## src/rtl/sd_pkg.sv

```systemverilog
// Shared constants, R1 status helper and FSM state encoding for the SPI-mode SD card responder.
package sd_pkg;

    localparam logic [5:0] CMD0  = 6'd0;
    localparam logic [5:0] CMD8  = 6'd8;
    localparam logic [5:0] CMD41 = 6'd41;
    localparam logic [5:0] CMD55 = 6'd55;

    localparam int R1_IDLE    = 0;
    localparam int R1_ILLEGAL = 2;
    localparam int R1_CRC     = 3;

    localparam int FRAME_LEN = 48;
    localparam int R1_LEN    = 8;
    localparam int R7_LEN    = 40;

    typedef enum logic [1:0] {
        ST_HUNT,
        ST_RX,
        ST_NCR,
        ST_TX
    } sd_state_t;

    function automatic logic [7:0] r1_make(input logic illegal, input logic crc, input logic idle);
        logic [7:0] r;
        r             = '0;
        r[R1_IDLE]    = idle;
        r[R1_ILLEGAL] = illegal;
        r[R1_CRC]     = crc;
        return r;
    endfunction

endpackage

```

## src/rtl/sd_crc7.sv

```systemverilog
// Serial CRC7 (x^7 + x^3 + 1), one bit per clock, MSB first.
// Asserting clear together with en restarts the CRC from zero with the current bit.
module sd_crc7 (
    input  logic       clk,
    input  logic       rst,
    input  logic       clear,
    input  logic       en,
    input  logic       bit_in,
    output logic [6:0] crc
);

    logic [6:0] base;
    logic       fb;

    always_comb begin
        base = clear ? 7'h00 : crc;
        fb   = bit_in ^ base[6];
    end

    always_ff @(posedge clk or posedge rst) begin
        if (rst) begin
            crc <= '0;
        end else if (en) begin
            crc <= {base[5:0], 1'b0} ^ (fb ? 7'h09 : 7'h00);
        end else if (clear) begin
            crc <= '0;
        end
    end

endmodule

```

## src/rtl/sd_spi_responder.sv

```systemverilog
// SPI-mode SD card responder: decodes 48-bit command frames and answers with R1/R7.
// Optional CRC7 checking of incoming frames is enabled by defining SD_CRC7_CHECK_EN.
module sd_spi_responder
    import sd_pkg::*;
#(
    parameter int PWRUP_CLKS = 74,
    parameter int NCR_CYC    = 8,
    parameter int BUSY_CNT   = 2
) (
    input  logic        SD_CK,
    input  logic        rst,
    input  logic        SD_CSn,
    input  logic        SD_MOSI,
    output logic        SD_MISO,
    output logic        cmd_valid,
    output logic [5:0]  cmd_idx,
    output logic [31:0] cmd_arg,
    output logic        card_idle,
    output logic        init_done,
    output logic        crc_err
);

    localparam logic [7:0] PWR_LAST = 8'(PWRUP_CLKS - 1);
    localparam logic [7:0] NCR_LAST = 8'(NCR_CYC - 1);
    localparam logic [7:0] BUSY_LIM = 8'(BUSY_CNT);
    localparam logic [5:0] LAST_BIT = 6'(FRAME_LEN - 1);
    localparam logic [5:0] CRC_END  = 6'(FRAME_LEN - 8);

    sd_state_t   state;
    logic [45:0] rx_sh;
    logic [5:0]  bit_cnt;
    logic [7:0]  ncr_cnt;
    logic [39:0] tx_sh;
    logic [5:0]  tx_left;
    logic [7:0]  pwr_cnt;
    logic [7:0]  busy;
    logic        powered;
    logic        seen_cmd0;
    logic        app;

    logic [46:0] frame;
    logic [5:0]  f_idx;
    logic [31:0] f_arg;
    logic        frame_ok;
    logic        start_seen;
    logic        respond;
    logic        crc_ok;

    // Frame as it stands on the cycle its end bit arrives (start bit implied 0).
    assign frame      = {rx_sh, SD_MOSI};
    assign f_idx      = frame[45:40];
    assign f_arg      = frame[39:8];
    assign frame_ok   = frame[46] & frame[0];
    assign start_seen = ~SD_CSn & ~SD_MOSI;
    assign respond    = frame_ok & powered & (seen_cmd0 | (f_idx == CMD0));
    assign init_done  = powered & ~card_idle;

`ifdef SD_CRC7_CHECK_EN
    logic       crc_clear;
    logic       crc_en;
    logic [6:0] crc_val;

    assign crc_clear = (state == ST_HUNT);
    assign crc_en    = ((state == ST_HUNT) & start_seen) |
                       ((state == ST_RX) & ~SD_CSn & (bit_cnt < CRC_END));

    sd_crc7 u_crc7 (
        .clk    (SD_CK),
        .rst    (rst),
        .clear  (crc_clear),
        .en     (crc_en),
        .bit_in (SD_MOSI),
        .crc    (crc_val)
    );

    assign crc_ok = (crc_val == frame[7:1]);
`else
    logic unused_crc_field;
    assign unused_crc_field = ^{frame[7:1], CRC_END};
    assign crc_ok           = 1'b1;
`endif

    logic        next_idle;
    logic [7:0]  next_busy;
    logic        next_app;
    logic        resp_long;
    logic [7:0]  r1;
    logic [31:0] r7_tail;
    logic [39:0] resp_data;
    logic [5:0]  resp_len_m1;

    // Command decode: state updates and the response word (R1 in the top byte).
    always_comb begin
        next_idle = card_idle;
        next_busy = busy;
        next_app  = 1'b0;
        resp_long = 1'b0;
        r1        = r1_make(1'b1, 1'b0, card_idle);
        r7_tail   = '0;
        if (!crc_ok) begin
            r1 = r1_make(1'b0, 1'b1, card_idle);
        end else begin
            case (f_idx)
                CMD0: begin
                    next_idle = 1'b1;
                    next_busy = '0;
                    r1        = 8'h01;
                end
                CMD8: begin
                    r1        = r1_make(1'b0, 1'b0, card_idle);
                    resp_long = 1'b1;
                    r7_tail   = {4'h0, 16'h0000, (f_arg[11:8] == 4'h1) ? 4'h1 : 4'h0, f_arg[7:0]};
                end
                CMD55: begin
                    r1       = r1_make(1'b0, 1'b0, card_idle);
                    next_app = 1'b1;
                end
                CMD41: begin
                    if (app) begin
                        if (busy < BUSY_LIM) begin
                            next_busy = busy + 8'd1;
                            r1        = 8'h01;
                        end else begin
                            next_idle = 1'b0;
                            r1        = 8'h00;
                        end
                    end
                end
                default: ;
            endcase
        end
        resp_data   = {r1, r7_tail};
        resp_len_m1 = resp_long ? 6'(R7_LEN - 1) : 6'(R1_LEN - 1);
    end

    // Power-up detection plus the receive / NCR / transmit state machine.
    always_ff @(posedge SD_CK or posedge rst) begin
        if (rst) begin
            state     <= ST_HUNT;
            rx_sh     <= '0;
            bit_cnt   <= '0;
            ncr_cnt   <= '0;
            tx_sh     <= '0;
            tx_left   <= '0;
            pwr_cnt   <= '0;
            busy      <= '0;
            powered   <= 1'b0;
            seen_cmd0 <= 1'b0;
            app       <= 1'b0;
            SD_MISO   <= 1'b1;
            cmd_valid <= 1'b0;
            cmd_idx   <= '0;
            cmd_arg   <= '0;
            card_idle <= 1'b0;
            crc_err   <= 1'b0;
        end else begin
            cmd_valid <= 1'b0;
            crc_err   <= 1'b0;

            if (SD_CSn & SD_MOSI) begin
                if (pwr_cnt != 8'hFF) pwr_cnt <= pwr_cnt + 8'd1;
                if (pwr_cnt >= PWR_LAST) powered <= 1'b1;
            end else begin
                pwr_cnt <= '0;
            end

            case (state)
                ST_HUNT: begin
                    if (start_seen) begin
                        state   <= ST_RX;
                        bit_cnt <= 6'd1;
                        rx_sh   <= '0;
                    end
                end
                ST_RX: begin
                    if (SD_CSn) begin
                        state <= ST_HUNT;
                    end else if (bit_cnt == LAST_BIT) begin
                        if (respond) begin
                            if (crc_ok) begin
                                cmd_valid <= 1'b1;
                                cmd_idx   <= f_idx;
                                cmd_arg   <= f_arg;
                                card_idle <= next_idle;
                                busy      <= next_busy;
                                app       <= next_app;
                                if (f_idx == CMD0) seen_cmd0 <= 1'b1;
                            end else begin
                                crc_err <= 1'b1;
                            end
                            tx_sh   <= resp_data;
                            tx_left <= resp_len_m1;
                            ncr_cnt <= '0;
                            state   <= ST_NCR;
                        end else begin
                            state <= ST_HUNT;
                        end
                    end else begin
                        rx_sh   <= {rx_sh[44:0], SD_MOSI};
                        bit_cnt <= bit_cnt + 6'd1;
                    end
                end
                // CSn/MOSI are deliberately ignored here: the host may deselect while awaiting R7.
                ST_NCR: begin
                    if (ncr_cnt == NCR_LAST) begin
                        SD_MISO <= tx_sh[39];
                        tx_sh   <= {tx_sh[38:0], 1'b0};
                        state   <= ST_TX;
                    end else begin
                        ncr_cnt <= ncr_cnt + 8'd1;
                    end
                end
                ST_TX: begin
                    if (tx_left == 6'd0) begin
                        SD_MISO <= 1'b1;
                        state   <= ST_HUNT;
                    end else begin
                        SD_MISO <= tx_sh[39];
                        tx_sh   <= {tx_sh[38:0], 1'b0};
                        tx_left <= tx_left - 6'd1;
                    end
                end
                default: state <= ST_HUNT;
            endcase
        end
    end

endmodule

```

## config.mk

```make
export PLATFORM = sky130hd
export DESIGN_NAME = sd_spi_responder
export DESIGN_NICKNAME = d
export VERILOG_FILES = /design/src/rtl/sd_pkg.sv /design/src/rtl/sd_crc7.sv /design/src/rtl/sd_spi_responder.sv
export SDC_FILE = /design/constraint.sdc
export NUM_CORES = 1
export LEC_CHECK = 0
export BUFFER_PORTS_ARGS = -buffer_cell sky130_fd_sc_hd__clkbuf_2
export CAP_MARGIN = 20
export CORE_ASPECT_RATIO = 1.75
export CORE_MARGIN = 4
export CORE_UTILIZATION = 40
export CTS_BUF_LIST = sky130_fd_sc_hd__clkbuf_16
export DETAILED_ROUTE_END_ITERATION = 16
export SKIP_LAST_GASP = 1
export SLEW_MARGIN = 20
export SYNTH_ARGS = -nofsm -noshare
export SYNTH_HDL_FRONTEND = slang
export SYNTH_SLANG_ARGS = --single-unit
```

## constraint.sdc

```tcl
create_clock -name SD_CK -period 8.45 [get_ports SD_CK]
set_input_delay 1.2675 -clock SD_CK [delete_from_list [all_inputs] [get_ports SD_CK]]
set_output_delay 1.2675 -clock SD_CK [all_outputs]
set_load 0.005 [all_outputs]
```

==> impl_metrics.csv <==
group,metric,value,unit
outcome,status,"completed",
detailed_routing,num_vias,5447,
detailed_routing,wl_per_cell,14.0,um
floorplanning,coreArea,0.0181,mm^2
detailed_routing,wirelength,15100,um
yosys,syn_area_per_cell,9.30,um^2
grt,antenna_found_initial,0,
setup_path,rr_worst_depth,7,
yosys,yosysTopAreaCell,"dfrtp_1",
detailed_routing,dr.first_iter.drc_count,296,
floorplanning,dieHeight,189,um
yosys,synth_cell_types,55,
detailed_routing,dr.pass1.iters,6,
grt,grt_pass1_wl,26500,um
detailed_routing,routed_via_density,5.05,
yosys,yosysTopAreaCellShare,56.1,%
sta,rsz0062_at_grt,"false",
pwr,p_total,2.60,mW
final_layout,fill_cells,1755,
final_layout,drive_above_1_share,13.9,%
cts,cts_root_buffer,"clkbuf_16",
sta,max_slew_margin,36.9,%
grt,grt_overflow,0,
sta,clock.fmax,322,MHz
yosys,synth_top_cells_by_count,"273 x nand2_1, 167 x dfrtp_1, 68 x o21ai_0",
sta,finalCritPeriodShare,36.7,%
pwr,ir_drop,0.154,mV
setup_path,required,8.76,ns
final_layout,final_cell_area,0.00846,mm^2
setup_path,rrSetupSlack,5.46,ns
cts,cts-buffers-inserted,17,
cts,cts_hold_buf,0,
grt,grt_max_degree,105,
floorplanning,ioPinCount,47,
floorplanning,row_count,65,
cts,clk_latency,0.43,ns
setup_path,r2r_end,"tx_sh[32]$_DFFE_PP0P_",
final_layout,final_nets,843,
cts,clockBufferDepth,2,
yosys,yosys.cell_count.top_type,"nand2_1",
min_path,hold_class,"reg2reg",
floorplanning,chipWidth,111,um
yosys,synthFlopType,"dfrtp_1",
floorplanning,start_util,41.1,%
yosys,syn_inst,801,
final_layout,diodes,0,
cts,post_cts_buffers,0,
yosys,ys_ff_latch,168,
sta,setup_slack,5.35,ns
pwr,leakagePower,4.28,nW
yosys,syn-cell-area,0.00745,mm^2
final_layout,multi_input_area,0.00295,mm^2
place,gp_congestion,0.744,
run,cap_violations,0,
final_layout,regArea,0.00421,mm^2
yosys,synth_edf_count,0,
detailed_routing,drc,0,
place,dpl.hpwl,9690,um
sta,worst_pin_slew,0.946,ns
cts,htree_levels,4,
place,dp_slack,4.90,ns
place,numPortBuffers,45,
cts,clk_pin_slew_worst_paths,0.07,ns
setup_path,crit_path_end_kind,"flop",
yosys,seq_area_frac_synth,56.4,%
yosys,ys_warn_count,0,
yosys,async_flop_share,100,%
sta,fin_crit,3.10,ns
sta,finalHoldViolCount,0,
pwr,powerDensity,307,mW/mm^2
cts,cts.sinks,168,
setup_path,path_max_fanout,40,
final_layout,fin_util,46.6,%
cts,post_cts_resized,0,
cts,cts_tree,"done",
setup_path,critical_path_arrival,3.42,ns
yosys,syn_nets,813,
setup_path,crit_path_start_kind,"primary input",
setup_path,crit_start,"SD_CSn",
sta,final.setup.tns,0,ns
final_layout,area_delta_synth_final,13.5,%
sta,slew_viol_final,0,
place,placed_cell_area,0.00789,mm^2
grt,grt_use_total,15.4,%
setup_path,r2r_start,"state[0]$_DFFE_PP0P_",
detailed_routing,postRouteAntennaNets,0,
setup_path,setup.worst_path.class,"in2reg",
sta,finalClockSkew,0.0140,ns
sta,finalSetupViolations,0,
yosys,netlist_top_cells_area,"dfrtp_1 56%, nand2_1 14%, o21ai_0 4.6%",
grt,grt_pass1_vias,5374,
floorplanning,die_area,0.0210,mm^2
setup_path,critical_path.endpoint,"busy[0]$_DFFE_PP0P_",
## state kept, by name, indices dropped and copies added, names as in the netlist, 6 cells and up, named ones only
name and flops:
rx_sh 46, busy 8, cmd_arg 32, pwr_cnt 8, bit_cnt 6, cmd_idx 6, tx_left 6, ncr_cnt 8
tx_sh 40
## critical path, stage by stage
cell and delay, ns:
clkbuf_2 0.14, or3b_2 0.51, nor3_1 0.36, nor2b_2 0.22, buf_4 0.38, and2_4 0.24
mux2_4 0.29
## per-stage QoR
stage | instances | hold WS (ns)
CTS | 1078 | 0.475
detailed placement | 1046 | 0.458
global placement | 1046 | 0.451
finish | 1078 | 0.469
global route | 1078 | 0.500
floorplan | 801 | 0.450
## cells by family (layout without fill, tap and decap cells)
| kind of cell | after synthesis | after routing | share of synthesized area [%] |
|---|---|---|---|
| simple gates | 376 | 376 | 22.0 |
| flops | 168 | 168 | 56.4 |
| compound gates | 114 | 114 | 8.70 |
| buf+inv | 83 | 126 | 4.43 |
| mux | 45 | 45 | 6.35 |
| fa+ha+maj | 8 | 8 | 1.34 |
| xor+xnor | 6 | 6 | 0.705 |
| other cells | 1 | 1 | 0.0503 |
## power breakdown
group	internal, mW	switching, mW
registers	1.01	0.180
clock network	0.388	0.351
logic	0.270	0.395
total	1.67	0.927
## worst min-delay path by stage
| stage | from | endpoint | slack [ns] | cells after the start |
|---|---|---|---|---|
| finish | cmd_arg[16]$_DFFE_PP0P_ | cmd_arg[16]$_DFFE_PP0P_ | 0.47 | 2 |
| global placement | cmd_arg[30]$_DFFE_PP0P_ | cmd_arg[30]$_DFFE_PP0P_ | 0.45 | 2 |
| global route | cmd_arg[16]$_DFFE_PP0P_ | cmd_arg[16]$_DFFE_PP0P_ | 0.50 | 2 |
| floorplan | rx_sh[0]$_DFFE_PP0P_ | rx_sh[0]$_DFFE_PP0P_ | 0.45 | 2 |
| detailed placement | cmd_arg[16]$_DFFE_PP0P_ | cmd_arg[16]$_DFFE_PP0P_ | 0.46 | 2 |
| CTS | cmd_arg[10]$_DFFE_PP0P_ | cmd_arg[10]$_DFFE_PP0P_ | 0.48 | 2 |
## placed cells by master, fill, tap and decap left out, types with 14 or more instances in the layout
cell type | Yosys | routed
a21oi_1 | 15 | 15
clkbuf_16 | 0 | 17
clkbuf_2 | 0 | 45
dfrtp_1 | 167 | 166
inv_1 | 41 | 40
mux2_2 | 14 | 14
mux2i_1 | 30 | 30
nand2_1 | 273 | 272
nor2_1 | 20 | 20
o21ai_0 | 68 | 68
## final cells by class
class / instances / area share, %
well taps: 234 / 3.46
clock inverters: 15 / 1.63
flip-flops and latches: 168 / 49.7
multi-input cells: 550 / 34.9
repair buffers: 53 / 3.37
inverters: 41 / 1.88
clock buffers: 17 / 5.03
## routing by layer
metal | wire [um] | vias up | track usage, %
met3 | 369 | 22 | 3.12
met2 | 8150 | 84 | 27.5
met4 | 245 | 0 | 5.06
li1 | - | 2697 | -
met5 | 0 | - | 0
met1 | 6380 | 2644 | 18.4
(Power assumes the default switching activity.)
